[config.mk]
export PLATFORM = sky130hd
export DESIGN_NAME = sseg_scan_arbiter
export DESIGN_NICKNAME = d
export VERILOG_FILES = /design/src/rtl/sseg_scan_arbiter.sv
export SDC_FILE = /design/constraint.sdc
export NUM_CORES = 1
export LEC_CHECK = 0
export CAP_MARGIN = 20
export CORE_AREA = 2 2 82 84
export CTS_BUF_LIST = sky130_fd_sc_hd__clkbuf_16
export CTS_CLUSTER_DIAMETER = 50
export DETAILED_ROUTE_END_ITERATION = 12
export DIE_AREA = 0 0 84 86
export PLACE_DENSITY = 0.84
export SYNTH_ARGS = -nofsm -noshare
export SYNTH_HDL_FRONTEND = slang
export SYNTH_SLANG_ARGS = --single-unit
[constraint.sdc]
create_clock -name clk -period 3.7 [get_ports clk]
set_input_delay 0.37 -clock clk [delete_from_list [all_inputs] [get_ports clk]]
set_output_delay 0.37 -clock clk [all_outputs]
set_load 0.005 [all_outputs]
[src/rtl/sseg_scan_arbiter.sv]
// Two-requester arbiter and digit scanner for a 4-digit multiplexed 7-segment display.
// Ownership changes and value snapshots happen only on frame boundaries, so a frame never mixes two values.
module sseg_scan_arbiter #(
    parameter int CLK_HZ      = 50000000,
    parameter int SCAN_HZ     = 1000,
    parameter int BLANK_CYC   = 500,
    parameter int HOLD_FRAMES = 250
) (
    input  logic        clk,
    input  logic        rst,
    input  logic [1:0]  req,
    input  logic [15:0] num0,
    input  logic [15:0] num1,
    input  logic        lz_en,
    output logic [1:0]  gnt,
    output logic [3:0]  an,
    output logic [3:0]  bcd,
    output logic        blank,
    output logic        frame_start
);

    localparam int DIV = CLK_HZ / SCAN_HZ;
    localparam int SW  = (DIV > 1) ? $clog2(DIV) : 1;
    localparam int HW  = $clog2(HOLD_FRAMES + 1);
    localparam logic [SW-1:0] SLOT_LAST = SW'(DIV - 1);
    localparam logic [HW-1:0] HOLD_MAX  = HW'(HOLD_FRAMES);

    typedef enum logic [1:0] {IDLE = 2'd0, OWN0 = 2'd1, OWN1 = 2'd2} state_t;

    state_t        state, state_n;
    logic          run;
    logic [SW-1:0] slot_cnt, slot_n;
    logic [1:0]    d, d_n;
    logic [HW-1:0] hold_cnt, hold_n;
    logic          rr, rr_n;
    logic [15:0]   snap, snap_n;
    logic          boundary;
    logic [3:0]    nib;
    logic          lzb;

    // The first edge after reset starts frame 0 without advancing the counters.
    always_comb begin
        slot_n   = slot_cnt;
        d_n      = d;
        boundary = 1'b0;
        if (!run) begin
            boundary = 1'b1;
        end else if (slot_cnt == SLOT_LAST) begin
            slot_n   = '0;
            d_n      = d + 2'd1;
            boundary = (d == 2'd3);
        end else begin
            slot_n = slot_cnt + 1'b1;
        end
    end

    always_comb begin
        state_n = state;
        hold_n  = hold_cnt;
        rr_n    = rr;
        snap_n  = snap;
        if (boundary) begin
            case (state)
                IDLE: begin
                    if (req[rr])       state_n = rr ? OWN1 : OWN0;
                    else if (req[~rr]) state_n = rr ? OWN0 : OWN1;
                end
                OWN0: begin
                    if (!req[0])                          state_n = req[1] ? OWN1 : IDLE;
                    else if (hold_cnt >= HOLD_MAX && req[1]) state_n = OWN1;
                end
                OWN1: begin
                    if (!req[1])                          state_n = req[0] ? OWN0 : IDLE;
                    else if (hold_cnt >= HOLD_MAX && req[0]) state_n = OWN0;
                end
                default: state_n = IDLE;
            endcase
            // rr points at the side that did not just win
            if (state_n != IDLE && state_n != state) begin
                hold_n = HW'(1);
                rr_n   = (state_n == OWN0);
            end else if (state_n != IDLE && hold_cnt < HOLD_MAX) begin
                hold_n = hold_cnt + 1'b1;
            end
            if (state_n == OWN0)      snap_n = num0;
            else if (state_n == OWN1) snap_n = num1;
        end
    end

    // Display terms use next-cycle values so the registered outputs line up with d/slot_cnt.
    always_comb begin
        nib = 4'(snap_n >> {d_n, 2'b00});
        lzb = lz_en && (d_n != 2'd0) && ((snap_n >> {d_n, 2'b00}) == 16'd0);
    end

    always_ff @(posedge clk or negedge rst) begin
        if (!rst) begin
            run         <= 1'b0;
            slot_cnt    <= '0;
            d           <= 2'd0;
            state       <= IDLE;
            hold_cnt    <= '0;
            rr          <= 1'b0;
            snap        <= 16'd0;
            gnt         <= 2'b00;
            an          <= 4'b1111;
            bcd         <= 4'd0;
            blank       <= 1'b1;
            frame_start <= 1'b0;
        end else begin
            run         <= 1'b1;
            slot_cnt    <= slot_n;
            d           <= d_n;
            state       <= state_n;
            hold_cnt    <= hold_n;
            rr          <= rr_n;
            snap        <= snap_n;
            gnt         <= {state_n == OWN1, state_n == OWN0};
            frame_start <= boundary;
            bcd         <= nib;
            if (int'(slot_n) < BLANK_CYC) begin
                an    <= 4'b1111;
                blank <= 1'b1;
            end else begin
                an    <= ~(4'b0001 << d_n);
                blank <= lzb;
            end
        end
    end

endmodule

### Yosys cells after proc, flatten, opt, wreduce, memory -nomap -nowiden

Cells that the tools add are included.

* add/subtract/negate cells: 3
* order comparisons: 5
* equality and inequality tests: 9
* shift-type cells: 2
* muxes and demuxes: 30
* bitwise logic cells: 2
* reductions and logical operators: 13

Operators with widths (number)
* $mux W16: 5
* $mux W2: 13
* $add A16 B1 Y16 const B: 1
* $eq A16 B16 Y1 const B: 1
* $logic_not A16 Y1: 1
* $lt A16 B9 Y1 const B: 1
* $mux W8: 2
* $shr A16 B4 Y16: 1
* $add A8 B1 Y8 const B: 1
* $eq A2 B2 Y1 const B: 4
* $ge A8 B8 Y1 const B: 1
* $lt A8 B8 Y1 const B: 1
* $mux W1: 8
* $eq A2 B1 Y1 const B: 3
* $logic_and A1 B1 Y1: 6
* $pmux W2 S3: 1
* $reduce_bool A2 Y1: 3
* $lt A1 B2 Y1 const B: 2
* $mux W4: 1
* $not A4 Y4: 1
* $reduce_and A2 Y1: 2
* $shl A1 B2 Y4 const A: 1
* $add A2 B1 Y2 const B: 1
* $logic_not A2 Y1: 1
* 2 further kinds: 2

* flip-flop bits (word level): 58
* bits of input ports: 37
* output and inout port bits: 12

### Logic depth before layout (Yosys ltp)

Gate-level depths: netlist of the first run.

* depth after elaboration: 15
* gate-level depth with buffers: 12

### Worst setup path before layout of the first run

No wires, ideal clock.

* path type: reg-to-reg
* from: register slot_cnt[4]
* to: register blank
* setup time: 0.062 ns
* arrival time: 2.908 ns
* data required time: 3.638 ns
* setup slack: 0.730 ns
* stages on the path, launching flop included: 11
* buffers on the path: 2
* period minus slack after synthesis: 2.970 ns
* cells stage by stage: dfrtp_1 buf_6 or4b_4 or4_4 a21boi_4 nand3_2 buf_6 o221a_4 mux2_2 mux2i_1 a41o_1

* word-level cells in the longest chain between the ends: 8
* elaborated cells between the ends (all ways): 16

RTL lines
* start: declaration: line 32 `logic [SW-1:0] slot_cnt, slot_n;`
* start signal: assignment: line 112 `slot_cnt <= slot_n;`
* $eq A16 B16 Y1: line 48 `end else if (slot_cnt == SLOT_LAST) begin`
* $mux W1: line 48
* $mux W1: line 46 `if (!run) begin`
* $mux W16: line 62 `if (boundary) begin`
* named net snap_n[15]: line 36 `logic [15:0] snap, snap_n;`
* $shr A16 B4 Y16: line 93 `lzb = lz_en && (d_n != 2'd0) && ((snap_n >> {d_n, 2'b00}) == 16'd0);`
* $logic_not A16 Y1: line 93
* $logic_and A1 B1 Y1: line 93
* $mux W1: line 121 `if (int'(slot_n) < BLANK_CYC) begin`
* end signal: assignment: line 126 `blank <= lzb;`
* end: declaration: line 18 `output logic blank,`

The timed path passes the listed nets, and every way through them passes these cells.
A chain may end at the register's enable or synchronous reset.

### Worst setup path after layout of the first run

Same ends and word-level chain as after synthesis.

==> metrics.txt, run 1 <==
pwr dens 506 mW/mm^2; Ports 49; Worst-Skew Late Latency 0.33 ns; vias in the first global route 2622; maximum vdd ir drop 301 uV; multi-input logic area 0.00149 mm^2; CTS tree built; initial core utilization 0.492; commonest cells after routing, fill and taps aside dfrtp_1, clkdlybuf4s50_1, nor2_1; CP Cell Sequence or4b_4 > or4_4 > a21boi_4 > nand2_1 > o221a_2 > nor4_1 > o221a_2 > a41o_1; commonest non-fill, non-tap cell in the layout dfrtp_1; grt total ovfl 0; Tmin final 3.55 ns; Layout Cells excl Fill 433; ranking of synthesized cells by area dfrtp_1, dfstp_2, nor2_1, xnor2_1, o21bai_1; Routed WL between 7000 and 8000 um; hold violation total from the final report 0; largest net degree at the start of global routing 34; CP max FO 15; CP Data Required Time 3.97 ns; Avg WL per Cell 17.1 um; Unique masters post-synth 58; Worst-path clk slew 0.05 ns; Clock Sinks 58; # setup viols final 0; core area 0.00628 mm^2; fin nets 392; max-slew violation count 0; area share of the largest cell type after synthesis 0.430; Post-Syn Area 0.00309 mm^2; critical path class flip-flop to flip-flop; routed vias/inst ~6; met1 Usage GRT 0.255; Top cell by count, worst path o221a_2; clock buffer depth 2; CTS hold repair buffers 0; 1st-pass router iterations 4; register area share after synthesis 0.472; Main synth FF type dfrtp_1; routed via count roughly 2600; skew final 0.00676 ns; Yosys reg bits 58; post-CTS setup buffer count 0; Initial DRC Count between 100 and 150; Mapped Nets 344; Tightest Pin Transition 0.584 ns; Port Buffer Count 48; Post-synth EDFFs 0; status complete, no violations; residual DRC count 0; Total GRT Usage 0.223; FP Rows 29; worst min path class input port to async pin; register area 0.00146 mm^2; Post-synth ARST share 1.00; GPL Wtd Cong 0.897; first-pass GRT wire length approximately 12000 um; worst r2r src slot_cnt[4]$_DFF_PN0_; placed cell count 417; RSZ-0062 raised after global routing false; # Max-Cap Violations 0; HPWL after DPL 5350 um; fraction of layout cells with a size suffix above 1 0.110; die height 86 um; Synth warnings 0; Layout fillers a little over 500; M2 GR Usage 0.394; setup TNS 0 ns; max_slew headroom 0.611; CP max stage delay 0.60 ns; Arr. time, crit path 3.82 ns; synthesized instance count 303; Post-CTS Resized 0; H-Tree Level Count 3; Final period util 0.960; GRT busiest layer met2; initial antenna violation count 0; cell accounting for the most synthesized area dfrtp_1; mean area per synthesized cell 10.2 um^2; Fmax achieved 282 MHz; P&R area growth vs syn 25.3%; die area 0.00722 mm^2; CP Capture Type flip-flop; CTS root buffer clkbuf_16; Pleak 1.67 nW; Antenna Diode Count 0; Routed Antenna Nets 0; CP startpoint slot_cnt[4]$_DFF_PN0_; Die W 84 um; TritonCTS Buffers 9; slowest CP cell or4b_4; met3 usage 0.0693; Worst setup SP type flip-flop
==> synth_stat cells (6+ instances only) <==
master,count
nor3_1,7
xnor2_1,11
o221a_2,6
inv_1,15
a21oi_1,6
dfrtp_1,53
xor2_1,8
clkbuf_1,8
nand3_1,9
nand2_1,23
nor2_1,31
o21bai_1,12
nand4_1,14
==> through the flow <==
step	total power, W	cell area [um^2]	setup WS (ns)	hold slack, ns	utilization
floorplan	0.00111	3090	0.730	0.0744	-
global placement	0.00123	3610	0.344	0.410	0.575
detailed placement	0.00124	3610	0.118	0.404	0.575
CTS	0.00196	3860	0.109	0.0624	0.615
finish	0.00196	3870	0.149	0.0423	0.616
global route	0.00206	3870	0.00891	0.0899	0.616
==> registers in the layout, summed over array words and instances (netlist names) <==
name	flops
snap	16
state	2
run	1
frame_start	1
blank	1
d	2
hold_cnt	8
rr	1
an	4
slot_cnt	16
gnt	2
bcd	4
==> worst max-delay path, delay by kind of cell, from the launching register on <==
family | cells | cell delay (ns)
simple gates | 4 | 1.90
compound gates | 4 | 1.13
flops | 1 | 0.46
==> worst paths after layout <==
kind	endpoint	slack (ns)	depth (start not counted)
min in group clk	snap[4]$_DFF_PN0_	0.49	2
max in group asynchronous	slot_cnt[5]$_DFF_PN0_	2.81	2
hold reg to reg	snap[4]$_DFF_PN0_	0.49	2
setup reg to reg	blank$_DFF_PN1_	0.15	8
hold / removal	snap[7]$_DFF_PN0_	0.04	1
setup / recovery	blank$_DFF_PN1_	0.15	8
==> cell type report <==
cell class / instances / area share
clock inverter: 7 / 0.00744
multi-input combinational: 214 / 0.386
timing repair buffer: 53 / 0.133
sequential: 58 / 0.377
inverter: 15 / 0.0146
clock buffer: 9 / 0.0582
tap: 77 / 0.0249
==> layer usage <==
layer	part of all wire	wire length (um)
met1	0.43	3210
met4	0.022	165
met2	0.50	3730
met3	0.041	305
met5	0	0
==> power by group <==
group | internal [W] | total [W] | switching, W | leakage (nW)
logic | 0.000210 | 0.000415 | 0.000205 | 0.837
registers | 0.000732 | 0.000830 | 0.0000985 | 0.700
clock network | 0.000437 | 0.000711 | 0.000274 | 0.130
total | 0.00138 | 0.00196 | 0.000577 | 1.67
==> cells by family (layout without fill, tap and decap cells) <==
kind of cell | Yosys count | count (layout) | share of synthesized area
adder cells (fa/ha/maj) | 4 | 4 | 0.0162
multiplexers | 7 | 7 | 0.0235
AND/OR/NAND/NOR | 114 | 114 | 0.199
XOR/XNOR | 19 | 19 | 0.0539
buffers and inverters | 31 | 84 | 0.0470
AO/OA/AOI/OAI | 69 | 69 | 0.186
other | 1 | 1 | 0.00121
flip-flops | 58 | 58 | 0.472
Power figures use the tool's default switching activity.
==> run 2, diff against run 1 <==
CELL_PAD_IN_SITES_DETAIL_PLACEMENT = 1   (was default)
CELL_PAD_IN_SITES_GLOBAL_PLACEMENT = 1   (was default)
CORE_AREA = 2 2 89 91   (was 2 2 82 84)
DIE_AREA = 0 0 91 93   (was 0 0 84 86)
PLACE_DENSITY = 0.89   (was 0.84)
==> metrics.txt, run 2 (synthesized netlist as in run 1, its figures left out) <==
dpl cell area 0.00365 mm^2; CTS root buffer clkbuf_16; GRT busiest layer met2; HPWL after DPL 6300 um; clock buffer depth 2; largest net degree at the start of global routing 38; slack of the critical path ~0.34 ns; Pleak ~1.7 nW; CP max FO 12; Port Buffer Count 48; met1 Usage GRT 0.270; TritonCTS Buffers 9; Antenna Diode Count 0; Fmax achieved 298 MHz; fraction of layout cells with a size suffix above 1 0.126; initial core utilization 0.410; max-slew violation count 0; Post-CTS Resized 0; reg2reg setup slack approximately 0.34 ns; CTS tree built; M2 GR Usage 0.400; Total GRT Usage 0.232; vias in the first global route just under 3000; residual DRC count 0; core area 0.00753 mm^2; routed via count 2650; Tightest Pin Transition 0.803 ns; setup TNS 0 ns; skew final roughly 0.0085 ns; largest registers slot_cnt x16, snap x16, hold_cnt x8; status complete, no violations; Worst-path clk slew around 0.060 ns; commonest non-fill, non-tap cell in the layout dfrtp_1; max_slew headroom 0.465; Ports 49; initial antenna violation count 0; met3 usage 0.0548; CP Data Required Time 3.98 ns; worst min path class input port to async pin; H-Tree Level Count 3; Design Area, Final 0.00395 mm^2; FP Rows 32; commonest cells after routing, fill and taps aside dfrtp_1, clkdlybuf4s50_1, nor2_1; first-pass GRT wire length roughly 15000 um; Clock Sinks 58; Die W 91 um; CTS hold repair buffers 0; RSZ-0062 raised after global routing false; critical path class flip-flop to flip-flop; CP Capture Type flip-flop; die height 93 um; Arr. time, crit path 3.64 ns; Final period util 0.908; P&R area growth vs syn 27.9%; # setup viols final 0; routed vias/inst 5.76; # Max-Cap Violations 0; Initial DRC Count between 100 and 150; pre-CTS setup slack 0.379 ns; maximum vdd ir drop 266 uV; Worst setup SP type flip-flop; total power roughly 0.0021 W; Avg WL per Cell 19.7 um; Routed WL 9050 um; Worst-Skew Late Latency approximately 0.34 ns; post-CTS setup buffer count 0; hold violation total from the final report 0; die area about 0.0085 mm^2; Routed Antenna Nets 0; grt total ovfl 0; pwr dens 531 mW/mm^2; Tmin final ~3.4 ns; fin nets 394; 1st-pass router iterations 4; GPL Wtd Cong 0.896
## run 2: cell types whose count changed in the layout (fill, tap and decap cells not counted), sizes merged
cell and delta:
buf +2, bufinv +1, clkinv -3, clkinvlp +3, inv -1
## run 2: worst paths after layout
path | start | end | cells after the start
worst max-delay path | slot_cnt[11]$_DFF_PN0_ | blank$_DFF_PN1_ | 9
worst min-delay path | rst | snap[0]$_DFF_PN0_ | 1
worst max register to register | slot_cnt[11]$_DFF_PN0_ | blank$_DFF_PN1_ | 9
worst min register to register | snap[2]$_DFF_PN0_ | snap[2]$_DFF_PN0_ | 2
max in group asynchronous | rst | slot_cnt[5]$_DFF_PN0_ | 2
min in group clk | snap[2]$_DFF_PN0_ | snap[2]$_DFF_PN0_ | 2
## run 2: critical path, stage by stage (launching register included)
cell and delay [ns]:
dfrtp_1 0.43, or4b_4 0.59, or4_4 0.60, a21boi_4 0.26, nand3_2 0.27, buf_4 0.28, o221a_2 0.28, o2bb2ai_1 0.13
mux2i_1 0.26, a41o_1 0.21
## run 2: area by class of cell
cell class / count / area [um^2]
Timing Repair Buffer: 55 / 528
Fill cell: 848 / 3580
Clock buffer: 9 / 225
Sequential cell: 58 / 1460
Multi-Input combinational cell: 214 / 1480
Clock inverter: 7 / 70.1
Inverter: 15 / 56.3
Tap cell: 102 / 128
## run 2: where the power goes
group / switching, W / total, W / internal, W
combinational: 0.000218 / 0.000431 / 0.000213
clock: 0.000309 / 0.000827 / 0.000518
sequential: 0.000107 / 0.000838 / 0.000731
total: 0.000635 / 0.00210 / 0.00146
## run 2: through the flow
stage,hold slack [ns],utilization,instances
after CTS,0.135,0.525,460
after global placement,0.480,0.485,444
after detailed placement,0.497,0.485,444
final,0.120,0.525,460
after floorplan,0.0744,-,303
after global routing,0.193,0.525,460
## run 2: routing by layer
metal / up-vias / part of all wire
met5: - / 0
met4: 0 / 0.035
met3: 28 / 0.040
met2: 72 / 0.51
met1: 1332 / 0.41
li1: 1218 / -
==> RTL change, RTL diff (settings of run 1) <==
Set the parameter `CLK_HZ` to 100000000 (it was 50000000).
--- a/src/rtl/sseg_scan_arbiter.sv
+++ b/src/rtl/sseg_scan_arbiter.sv
@@ -1,7 +1,7 @@
 // Two-requester arbiter and digit scanner for a 4-digit multiplexed 7-segment display.
 // Ownership changes and value snapshots happen only on frame boundaries, so a frame never mixes two values.
 module sseg_scan_arbiter #(
-    parameter int CLK_HZ      = 50000000,
+    parameter int CLK_HZ      = 100000000,
     parameter int SCAN_HZ     = 1000,
     parameter int BLANK_CYC   = 500,
     parameter int HOLD_FRAMES = 250
Check against the original RTL: no difference found for any inputs over 10 cycles, from zero or initial values and one cycle with rst low; that may be too few to reach the edited logic, so the function may still have changed.
==> RTL change against run 1 <==
  * Count of clock-buffer cells in the layout unchanged
  * Wire length is 3.4% higher
  * Utilization up 0.48 points
  * Worst hold slack better by 0.016 ns
  * Sequential cell count is 1 higher
  * Setup slack improved by 0.33 ns
  * Synthesized area up 0.65%
  * Total power rose by 2.4%
  * Largest power group unchanged
  * Final area grew 0.78%
==> RTL change: results (changes against run 1) <==
[critical_path]
r2r_start = hold_cnt[0]
reg2reg_depth = 10  ; +2
crit_fanout = 11  ; -4
worst_ep_arrival_time_ns = 3.49  ; -0.33 ns
reg2reg_to = blank
reg2reg_setup_slack_ns = 0.48  ; +0.33 ns
slowest_stage = or3_1

[place]
place_inst = 434  ; +4.1%
placed_area_um2 = 3640  ; +1.0%
gp_congestion = 0.868  ; -3.2%
hpwl_um = 5460  ; +2.0%
pre_cts_ws_ns = 0.462  ; +0.343 ns

[layout]
antenna_cells = 0  ; unchanged
nFillCells = 506  ; -1.6%
top_regs = slot_cnt: 17 flops, snap: 16 flops, hold_cnt: 8 flops
drive_above_1_share = 0.107  ; -0.00231
final_nets = 409  ; +4.3%

[hold_path]
hp-class = primary input to asynchronous set/reset pin

[yosys]
ys_seq_area_frac = 0.477  ; +0.00501
synth_common_cells = dfrtp_1, nor2_1, nand2_1, inv_1
ys_types = 61  ; +5.2%
synthMuxAreaShare = 0.0105  ; -0.0130
yosys.area_share.adder = 0.0161  ; -0.000104
syn-num-nets = 358  ; +4.1%
synthCells = 317  ; +4.6%
synthXorXnorAreaFrac = 0.0620  ; +0.00811
synthTopCellsByArea = dfrtp_1, nor2_1, dfstp_2, xnor2_1, xor2_1
synth_compound_area_frac = 0.155  ; -0.0318

[global_routing]
grt_max_degree = 32  ; -5.9%
grt_pass1_wl_um = 12900  ; +3.8%
antenna_found_initial = 0  ; unchanged
gr-usage-all-layers = 0.230  ; +0.00752

[cts]
clk_pin_slew_ns = 0.05  ; about the same
post_cts_buffers = 0  ; unchanged
ctsHtreeMaxLevel = 3  ; unchanged
cts_buffers = 9  ; unchanged
cts_buffer_depth = 2  ; unchanged

[detailed_routing]
avgViaCountPerCell = 5.81  ; -2.1%
route.final.wire_length_um = 7670  ; +3.4%
initialDrtViolationCount = 153  ; +20%
vias = 2615  ; +1.8%

[power]
vdd_drop_max_mv = 0.370  ; +23%
internal-power_mw = 1.41  ; +2.4%
total_leakage_power_nw = 1.64  ; -1.8%

[timing]
max-slew-margin-rel = 0.347  ; -0.264
finClkSkew_ns = 0.00688  ; +0.000117 ns
hold_ws_ns = 0.0584  ; +0.0161 ns

[run_status]
status = complete, no violations

==> RTL change: kinds of logic after synthesis <==
logic type                 Yosys count
and+or+nand+nor                    143
DFF                                 59
AOI/OAI and AO/OA                   58
buffers and inverters               27
xor gates and xnor gates            22
adders and majority gates            4
muxes                                3
other                                1
==> RTL change: routing by layer <==
layer	up-vias	wire [um]	GRT usage
met5	-	0	0
met2	82	3660	0.367
li1	1252	-	-
met3	17	470	0.0664
met1	1264	3380	0.298
met4	0	160	0.0924
==> RTL change: how the worst max path moves through the flow <==
stage	cells after the start	endpoint	slack, ns	from
2_1_floorplan	11	blank	0.84	hold_cnt[0]
3_3_place_gp	10	blank	0.61	hold_cnt[0]
3_5_place_dp	8	blank	0.46	req[1]
4_1_cts	10	blank	0.50	hold_cnt[0]
5_1_grt	10	blank	0.23	slot_cnt[0]
6_report	10	blank	0.48	hold_cnt[0]
==> RTL change: area by class of cell <==
| cell class | instances | area (um2) | share of cell area |
|---|---|---|---|
| inverter | 14 | 52.6 | 0.0135 |
| tap | 77 | 96.3 | 0.0247 |
| sequential | 59 | 1480 | 0.380 |
| clock buffer | 9 | 225 | 0.0578 |
| clock inverter | 7 | 28.8 | 0.00738 |
| multi-input combinational | 231 | 1500 | 0.385 |
| timing repair buffer | 53 | 513 | 0.132 |
==> RTL change: critical path, delay by kind of cell, from the launching register on <==
kind | cells | cell delay (ns)
AND/OR/NAND/NOR | 3 | 1.17
buffers and inverters | 1 | 0.07
AO/OA/AOI/OAI | 5 | 1.33
adder cells (fa/ha/maj) | 1 | 0.19
flip-flops | 1 | 0.40
==> RTL change: power groups by stage <==
| stage | clock network [mW] | registers [mW] | logic, mW |
|---|---|---|---|
| 6_report | 0.711 | 0.851 | 0.441 |
| 5_1_grt | 0.759 | 0.865 | 0.495 |
| 4_1_cts | 0.723 | 0.848 | 0.440 |
| 3_5_place_dp | 0 | 0.855 | 0.439 |
| 3_3_place_gp | 0 | 0.849 | 0.421 |
| 2_1_floorplan | 0 | 0.829 | 0.304 |
